$ cat src/rtl/sram_arb_pkg.sv
// Shared types and helpers for the SRAM port arbiter: FSM state, read-response tag
// and the round-robin pointer advance.
package sram_arb_pkg;

  // Tag index is sized for the largest supported requester count (8).
  localparam int unsigned TAG_IDX_W = 3;

  typedef enum logic [0:0] {
    IDLE   = 1'b0,
    LOCKED = 1'b1
  } arb_state_e;

  typedef struct packed {
    logic                 valid;
    logic [TAG_IDX_W-1:0] idx;
  } rsp_tag_t;

  function automatic logic [TAG_IDX_W-1:0] rr_next(input logic [TAG_IDX_W-1:0] ptr,
                                                   input int unsigned n);
    logic [TAG_IDX_W-1:0] nxt;
    if (32'(ptr) + 32'd1 >= n) nxt = '0;
    else nxt = ptr + 3'd1;
    return nxt;
  endfunction

endpackage

$ cat src/rtl/sram_rr_pick.sv
// Combinational round-robin picker: first valid requester at or after ptr_i, cyclically.
module sram_rr_pick #(
  parameter int unsigned N     = 2,
  parameter int unsigned IDX_W = 1
) (
  input  logic [N-1:0]     valid_i,
  input  logic [IDX_W-1:0] ptr_i,
  output logic [N-1:0]     grant_o,
  output logic [IDX_W-1:0] idx_o,
  output logic             any_o
);

  // Two passes: indices at/after the pointer win, then wrap around to the low ones.
  always_comb begin
    grant_o = '0;
    idx_o   = '0;
    any_o   = 1'b0;
    for (int i = 0; i < int'(N); i++) begin
      if (!any_o && valid_i[i] && (i >= int'(ptr_i))) begin
        any_o      = 1'b1;
        grant_o[i] = 1'b1;
        idx_o      = IDX_W'(i);
      end
    end
    for (int i = 0; i < int'(N); i++) begin
      if (!any_o && valid_i[i]) begin
        any_o      = 1'b1;
        grant_o[i] = 1'b1;
        idx_o      = IDX_W'(i);
      end
    end
  end

endmodule

$ cat src/rtl/sram_port_arbiter.sv
// Shares one fixed-latency single-port SRAM between NUM_REQ requesters with round-robin
// grant, burst locking and tagged routing of read data back to the issuer.
module sram_port_arbiter
  import sram_arb_pkg::*;
#(
  parameter int unsigned NUM_REQ      = 2,
  parameter int unsigned ADDR_WIDTH   = 20,
  parameter int unsigned DATA_WIDTH   = 64,
  parameter int unsigned SRAM_LATENCY = 1
) (
  input  logic                            clk_i,
  input  logic                            rst_i,
  // Beat handshake: a beat moves when req_valid_i[i] & req_ready_o[i]. Ready is
  // combinational from valid and state, so valid must never wait on ready.
  input  logic [NUM_REQ-1:0]              req_valid_i,
  output logic [NUM_REQ-1:0]              req_ready_o,
  input  logic [NUM_REQ-1:0]              req_we_i,
  input  logic [NUM_REQ-1:0]              req_last_i,
  input  logic [NUM_REQ*ADDR_WIDTH-1:0]   req_addr_i,
  input  logic [NUM_REQ*DATA_WIDTH-1:0]   req_wdata_i,
  input  logic [NUM_REQ*DATA_WIDTH/8-1:0] req_be_i,
  output logic [NUM_REQ-1:0]              rsp_valid_o,
  output logic [DATA_WIDTH-1:0]           rsp_rdata_o,
  output logic                            sram_req_o,
  output logic                            sram_we_o,
  output logic [ADDR_WIDTH-1:0]           sram_addr_o,
  output logic [DATA_WIDTH-1:0]           sram_wdata_o,
  output logic [DATA_WIDTH/8-1:0]         sram_be_o,
  input  logic [DATA_WIDTH-1:0]           sram_rdata_i,
  output arb_state_e                      dbg_state_o
);

  localparam int unsigned IDX_W = (NUM_REQ > 1) ? $clog2(NUM_REQ) : 1;
  localparam int unsigned BE_W  = DATA_WIDTH / 8;

  arb_state_e         state_q;
  logic [IDX_W-1:0]   rr_ptr_q;
  logic [IDX_W-1:0]   owner_q;
  rsp_tag_t           tag_q [SRAM_LATENCY];
  rsp_tag_t           tag_d;

  logic [NUM_REQ-1:0] pick_grant;
  logic [IDX_W-1:0]   pick_idx;
  logic               pick_any;
  logic [IDX_W-1:0]   sel_idx;
  logic               sel_we;
  logic               sel_last;
  logic [BE_W-1:0]    sel_be;
  logic               accept;

  sram_rr_pick #(
    .N     (NUM_REQ),
    .IDX_W (IDX_W)
  ) u_pick (
    .valid_i (req_valid_i),
    .ptr_i   (rr_ptr_q),
    .grant_o (pick_grant),
    .idx_o   (pick_idx),
    .any_o   (pick_any)
  );

  always_comb begin
    req_ready_o = '0;
    if (!rst_i) begin
      if (state_q == IDLE) req_ready_o = pick_any ? pick_grant : '0;
      else                 req_ready_o = req_valid_i & (NUM_REQ'(1) << owner_q);
    end
  end

  assign accept  = |req_ready_o;
  assign sel_idx = (state_q == IDLE) ? pick_idx : owner_q;

  // Steer the selected requester's slice onto the SRAM port.
  always_comb begin
    sel_we       = 1'b0;
    sel_last     = 1'b0;
    sel_be       = '0;
    sram_addr_o  = '0;
    sram_wdata_o = '0;
    for (int i = 0; i < int'(NUM_REQ); i++) begin
      if (sel_idx == IDX_W'(i)) begin
        sel_we       = req_we_i[i];
        sel_last     = req_last_i[i];
        sel_be       = req_be_i[i*BE_W +: BE_W];
        sram_addr_o  = req_addr_i[i*ADDR_WIDTH +: ADDR_WIDTH];
        sram_wdata_o = req_wdata_i[i*DATA_WIDTH +: DATA_WIDTH];
      end
    end
  end

  assign sram_req_o = accept;
  assign sram_we_o  = accept & sel_we;
  assign sram_be_o  = sel_we ? sel_be : '1;

  always_ff @(posedge clk_i) begin
    if (rst_i) begin
      state_q  <= IDLE;
      rr_ptr_q <= '0;
      owner_q  <= '0;
    end else if (accept) begin
      case (state_q)
        IDLE: begin
          if (sel_last) begin
            rr_ptr_q <= IDX_W'(rr_next(TAG_IDX_W'(sel_idx), NUM_REQ));
          end else begin
            state_q <= LOCKED;
            owner_q <= sel_idx;
          end
        end
        LOCKED: begin
          if (sel_last) begin
            state_q  <= IDLE;
            rr_ptr_q <= IDX_W'(rr_next(TAG_IDX_W'(owner_q), NUM_REQ));
          end
        end
        default: state_q <= IDLE;
      endcase
    end
  end

  always_comb begin
    tag_d.valid = accept & ~sel_we;
    tag_d.idx   = TAG_IDX_W'(sel_idx);
  end

  // Tag shift register tracks which requester owns the data arriving from the SRAM.
  always_ff @(posedge clk_i) begin
    if (rst_i) begin
      for (int k = 0; k < int'(SRAM_LATENCY); k++) tag_q[k] <= '0;
    end else begin
      tag_q[0] <= tag_d;
      for (int k = 1; k < int'(SRAM_LATENCY); k++) tag_q[k] <= tag_q[k-1];
    end
  end

  always_comb begin
    rsp_valid_o = '0;
    for (int i = 0; i < int'(NUM_REQ); i++) begin
      rsp_valid_o[i] = ~rst_i & tag_q[SRAM_LATENCY-1].valid &
                       (tag_q[SRAM_LATENCY-1].idx == TAG_IDX_W'(i));
    end
  end

  assign rsp_rdata_o = sram_rdata_i;
  assign dbg_state_o = state_q;

endmodule

$ cat config.mk
export PLATFORM = sky130hd
export DESIGN_NAME = sram_port_arbiter
export DESIGN_NICKNAME = d
export VERILOG_FILES = /design/src/rtl/sram_arb_pkg.sv /design/src/rtl/sram_rr_pick.sv /design/src/rtl/sram_port_arbiter.sv
export SDC_FILE = /design/constraint.sdc
export NUM_CORES = 1
export LEC_CHECK = 0
export ABC_AREA = 1
export CAP_MARGIN = 15
export CORE_AREA = 2 2 162 164
export DETAILED_ROUTE_END_ITERATION = 10
export DIE_AREA = 0 0 164 166
export GPL_TIMING_DRIVEN = 0
export PLACE_DENSITY_LB_ADDON = 0.05
export SLEW_MARGIN = 40
export SYNTH_ARGS = -nofsm -noshare
export SYNTH_HDL_FRONTEND = slang
export SYNTH_SLANG_ARGS = --single-unit
$ cat constraint.sdc
create_clock -name clk_i -period 1.9 [get_ports clk_i]
set_input_delay 0.57 -clock clk_i [delete_from_list [all_inputs] [get_ports clk_i]]
set_output_delay 0.57 -clock clk_i [all_outputs]
set_load 0.02 [all_outputs]
==> results of run 1 <==
area by class of cell:
type / instances / area share
Clock buffer: 4 / 0.009983
Inverter: 14 / 0.007923
Tap cell: 335 / 0.05308
Buffer: 84 / 0.1073
Sequential cell: 5 / 0.01315
Timing Repair Buffer: 392 / 0.5392
Multi-Input combinational cell: 307 / 0.2694
worst register-to-register path, cell delays in order, from the launching register on:
cell     delay [ns]
dfxtp_4        0.36
nor2_4         0.12
nand2_4        0.06
buf_4          0.13
buf_4          0.12
nand4_1        0.16
nand2_4        0.07
buf_6          0.12
buf_4          0.12
buf_4          0.13
nand3_1        0.08
nand2_1        0.05
a21oi_1        0.12
Yosys cell counts, drive strengths merged:
cell type	instances	area (µm²)
a21oi	2	10.01
buf	81	618.1
clkbuf	3	11.26
dfxtp	5	100.1
inv	14	52.55
nand2	281	1057
nand3	11	67.57
nand4	3	18.77
nor2	9	33.78
o21ai	1	8.760
cells in the final DEF, fill, tap and decap left out, types with 2 or more instances in the layout:
cell             synthesis  final
buf_12                   0     13
nand2_2                  1    141
nand4_1                  3      3
nand3_2                  0      3
a21oi_1                  2      2
nand2_1                280     71
clkbuf_2                 0      2
inv_2                    3      5
clkdlybuf4s50_1          0    252
dfxtp_1                  5      4
buf_6                    8    106
buf_16                   0      7
clkbuf_16                0     11
nand3_4                  1      3
inv_1                   11      6
buf_8                    0      8
nor2_4                   0      2
nand3_1                 10      5
inv_4                    0      2
nand2_4                  0     69
nor2_1                   9      7
buf_4                   65     76
power groups by stage:
stage          logic, µW  clock network (µW)  registers (µW)
2_1_floorplan       1320                   0             126
3_3_place_gp        2740                   0             124
3_5_place_dp        2740                   0             124
4_1_cts             3420                 354             126
5_1_grt             4030                 359             128
6_report            3790                 345             127
metal layers:
metal  GRT usage  share of wire
met5           0              0
met4     0.01373         0.0074
met3     0.02473          0.083
met2      0.2322           0.58
met1      0.1049           0.33
sequential cells by signal, summed over array words and instances (netlist names):
| register | count |
|---|---|
| dbg_state_o | 1 |
| tag_q | 2 |
| owner_q | 1 |
| rr_ptr_q | 1 |
cells by family (layout without fill, tap and decap cells):
family,Yosys count,after routing
and+or+nand+nor,304,304
AOI/OAI and AO/OA,3,3
buffers and inverters,98,494
DFF,5,5
worst min-delay path by stage:
stage | from | endpoint | depth (start not counted)
floorplan | rr_ptr_q | rr_ptr_q | 2
global placement | rr_ptr_q | rr_ptr_q | 2
detailed placement | rr_ptr_q | rr_ptr_q | 2
CTS | rr_ptr_q | rr_ptr_q | 2
global route | rr_ptr_q | rr_ptr_q | 2
finish | rr_ptr_q | rr_ptr_q | 2
what timing repair did:
item | in CTS | in global routing
cloned | 10 | 5
pin swaps | 21 | 15
setup endpoints to repair | 98 | 98
resized for setup | 706 | 201
buffers inserted | 24 | 3
metrics by stage:
stage	TNS [ns]	worst slack, ns	power [µW]
2_1_floorplan	-0.1642	-0.03304	1446
3_3_place_gp	-122.88	-1.411	2861
3_5_place_dp	-124.47	-1.419	2868
4_1_cts	-30.52	-0.4021	3898
5_1_grt	-33.64	-0.4373	4515
6_report	-28.04	-0.3793	4261
==> results_dict.tcl, run 1 <==
set metrics [dict create \
    status "finished, violations left" \
    failed_checks "setup timing" \
    cts-root-buf "clkbuf_16" \
    fin_crit_sh 1.200 \
    netlist_instances 410 \
    switchingPower_uw 1817 \
    worst_skew_pair.late_latency_ns 0.23 \
    final_layout_size_suffix_gt1_frac 0.5633 \
    synth_xor_area_frac 0 \
    rr_worst_depth 12 \
    fill_cells 2744 \
    crit_cells 12 \
    slowest_stage "o21ai_4" \
    worst_slew_pin_slew_ns 0.2690 \
    die_width_um 164 \
    antenna_found_initial 0 \
    synthAdderAreaFrac 0 \
    ant_nets 0 \
    cpPeakStageDelay_ns 0.14 \
    reg2reg_from "dbg_state_o" \
    avgSynthCellArea_um2 4.825 \
    cts_made_buffers 3 \
    max_freq_mhz 438.7 \
    start_kind "input pin" \
    wire_per_inst_um 14.25 \
    crit_end "sram_we_o" \
    comb_power_share 0.889 \
    drtPass1Iterations 4 \
    route.vias.total 3911 \
    grt_pass1_vias 3891 \
    ys_seq_area_frac 0.05060 \
    synth_top_family_by_area "simple AND/OR/NAND/NOR gates" \
    worst-setup-path-type "in2out" \
    crit_path_start "req_valid_i[1]" \
    path_max_fanout 5 \
    die_area_um2 27220 \
    ioPinCount 419 \
    period_minus_slack_ns 2.279 \
    row_count 59 \
    slew_violations 0 \
    placed_cells 1099 \
    cts_sinks 5 \
    path_cells "buf_6, inv_4, nand2_4, nand3_4, clkinv_4, buf_6, o21ai_4, buf_6, buf_12, inv_4, nor2_4, buf_6" \
    rsz0062_at_grt "true" \
    cpLargestDelayFamily "buffers and inverters" \
    r2r_slack_ns 0.18 \
    maxCapViolCount 0 \
    pwr-share-clk 0.081 \
    p_sw_frac 0.4264 \
    cts_max_path_buffers 2 \
    synth_simple_gate_area_frac 0.5952 \
    multiInputGateArea_um2 2127 \
    max-vdd-ir-drop_v 0.0002789 \
    layoutNonFillerInstCount 1141 \
    path_buf_inv 8 \
    place_area_um2 6155 \
    dieHeight_um 166 \
    grt_overflow 0 \
    seqPwrFrac 0.030 \
    h-tree-depth 1 \
    via_per_inst 3.428 \
    core-area_um2 25620 \
    layout_setup_ws_ns -0.3793 \
    hold_violations 0 \
    cp_data_required_time_ns 1.33 \
    power_density_nw_per_um2 539.7 \
    fin_area_um2 7896 \
    clkTransAtPathRegs_ns 0.03 \
    slew_headroom 0.8201 \
    reg2reg_to "dbg_state_o" \
    cp.arrival_ns 1.71 \
    synth_area_um2 1978 \
    critical_path.most_common_cell "buf_6" \
    io_buffers 354 \
    synth_warnings 0 \
    postLayoutCoreUtil 0.3083 \
    routed_wl_um 16260 \
    p_int_uw 2444 \
    synth.ff_latch_count 5 \
    synthMuxAreaShare 0 \
    n_antenna_cell 0 \
    synth_compound_area_frac 0.009488 \
    timing.hold.ws_ns 0.5091 \
    hold_class "reg2reg" \
    hpwl_um 12860 \
    drcViolationCount 0 \
    leakage_uw 0.003837 \
    area_growth_pct 299.2 \
    cp-end-kind "output port" \
    place.gp.congestion 0.7163 \
    grt_util_all_layers 0.1090 \
    cts_tree "done" \
    grt_pass1_wl_um 22890 \
    initial_utilization 0.07722 \
    drt-initial-drc-count 55 \
    syn_nets 666 \
    synth_cell_types 15 \
    postCtsHoldBufs 0 \
    setup_viol 96 \
    nets 1063 \
    grt_max_degree 11 \
    final-seq-area_um2 103.9 \
    clock_skew_ns 0.001808 \
]
Power figures use the tool's default switching activity.
==> run 2: changes to the inputs <==
- CORE_AREA: 2 2 162 164 -> 2 2 164 166
- DIE_AREA: 0 0 164 166 -> 0 0 166 168
- DONT_BUFFER_PORTS: default -> 1
==> results_dict.tcl, run 2 (synthesized netlist as in run 1, its figures left out) <==
set metrics [dict create \
    status "finished, violations left" \
    failed_checks "setup timing" \
    hold_class "in2reg" \
    slew_violations 0 \
    final_layout_size_suffix_gt1_frac 0.5622 \
    cp.arrival_ns 1.61 \
    multiInputGateArea_um2 1863 \
    cts_tree "done" \
    period_minus_slack_ns 2.177 \
    cp_data_required_time_ns 1.33 \
    maxCapViolCount 0 \
    wire_per_inst_um 14.64 \
    final-seq-area_um2 103.9 \
    postLayoutCoreUtil 0.1357 \
    slowest_stage "dfxtp_4" \
    drtPass1Iterations 4 \
    largest-register "tag_q" \
    die_width_um 166 \
    grt_overflow 0 \
    grt_max_degree 11 \
    mostFrequentLayoutCell "nand2_1" \
    fill_cells 3052 \
    via_per_inst 3.394 \
    dieHeight_um 168 \
    grt_pass1_vias 2443 \
    cpPeakStageDelay_ns 0.43 \
    grt_pass1_wl_um 14420 \
    cpLargestDelayFamily "flip-flops" \
    path_max_fanout 7 \
    layout_common_cells "nand2_1, buf_4, nand2_2, nand2_4, inv_1" \
    hold_violations 0 \
    antenna_found_initial 1 \
    worst_skew_pair.late_latency_ns 0.23 \
    timing.hold.ws_ns 0.4086 \
    die_area_um2 27890 \
    clock_skew_ns 0.002514 \
    slew_headroom 0.7244 \
    cp-end-kind "output port" \
    cts_made_buffers 3 \
    leakage_uw 0.001789 \
    clkTransAtPathRegs_ns 0.03 \
    routed_wl_um 11360 \
    place_area_um2 2620 \
    row_count 60 \
    largest_reg_flops 2 \
    area_growth_pct 80.77 \
    ant_nets 0 \
    path_buf_inv 3 \
    initial_utilization 0.07507 \
    io_buffers 0 \
    power_density_nw_per_um2 712.3 \
    max_freq_mhz 459.4 \
    max-vdd-ir-drop_v 0.0002152 \
    critical_path.most_common_cell "nand3_4" \
    rsz0062_at_grt "true" \
    fin_area_um2 3576 \
    path_cells "nand2_2, nand3_4, inv_8, o21ai_4, clkbuf_16, buf_12, nand3_4" \
    nets 691 \
    hpwl_um 9400 \
    h-tree-depth 1 \
    cts_max_path_buffers 2 \
    setup_viol 93 \
    worst-setup-path-type "reg2out" \
    route.vias.total 2634 \
    grt_util_all_layers 0.06743 \
    start_kind "flop" \
    core-area_um2 26350 \
    worst_slew_pin_slew_ns 0.4119 \
    postCtsHoldBufs 0 \
    layout_setup_ws_ns -0.2769 \
    drcViolationCount 0 \
    cts-root-buf "clkbuf_16" \
    fin_crit_sh 1.146 \
    ioPinCount 419 \
    drt-initial-drc-count 49 \
    place.gp.congestion 0.7512 \
    cts_sinks 5 \
]
-- run 2: changes by cell type in the layout (fill, tap and decap cells not counted), sizes merged --
cell           delta
buf             -114
clkbuf            -5
clkdlybuf4s50   -252
clkinv            -1
diode             +1
dlygate4sd2       -1
inv               +1
-- run 2: where the power goes --
part           internal (µW)  total, µW  leakage [µW]  switching, µW
clock network            278        346     0.0000382           68.2
registers                118        132     0.0000417           14.1
logic                    726       2070       0.00171           1340
-- run 2: final timing paths --
path | from | to | slack (ns) | cells past startpoint
setup / recovery | dbg_state_o | sram_be_o[3] | -0.28 | 7
hold / removal | rst_i | rr_ptr_q | 0.41 | 1
setup reg to reg | dbg_state_o | tag_q[0][1] | 0.44 | 7
hold reg to reg | rr_ptr_q | rr_ptr_q | 0.49 | 2
-- run 2: area by class of cell --
cell class              count  share of cell area
multi-input cells         307              0.5210
repair buffers             21             0.07838
inverters                  14             0.01749
diodes                      1           0.0006998
clock buffers               4             0.02204
well taps                 341              0.1193
plain buffers              83              0.2120
flip-flops and latches      5             0.02904
-- run 2: what timing repair did --
item / 4_1_cts / 5_1_grt
gates cloned: 2 / 3
setup buffers: 9 / 9
resized for setup: 88 / 73
pin swaps: 12 / 31
endpoints found under the setup margin: 96 / 96
-- run 2: routing by layer --
metal	GRT usage	vias up	routed length [µm]
met5	0	-	0
met4	0.01739	0	191
met3	0.01693	8	1034
met2	0.1447	244	6563
met1	0.06142	1175	3571
li1	-	1207	-
-- run 2: per-stage QoR --
stage	std cells	setup TNS, ns	worst slack [ns]	power [µW]
2_1_floorplan	410	-0.1642	-0.03304	1446
3_3_place_gp	751	-38.11	-0.8528	1736
3_5_place_dp	751	-35.00	-0.4967	1717
4_1_cts	766	-26.60	-0.3403	2384
5_1_grt	776	-29.85	-0.3695	2706
6_report	776	-21.60	-0.2769	2547
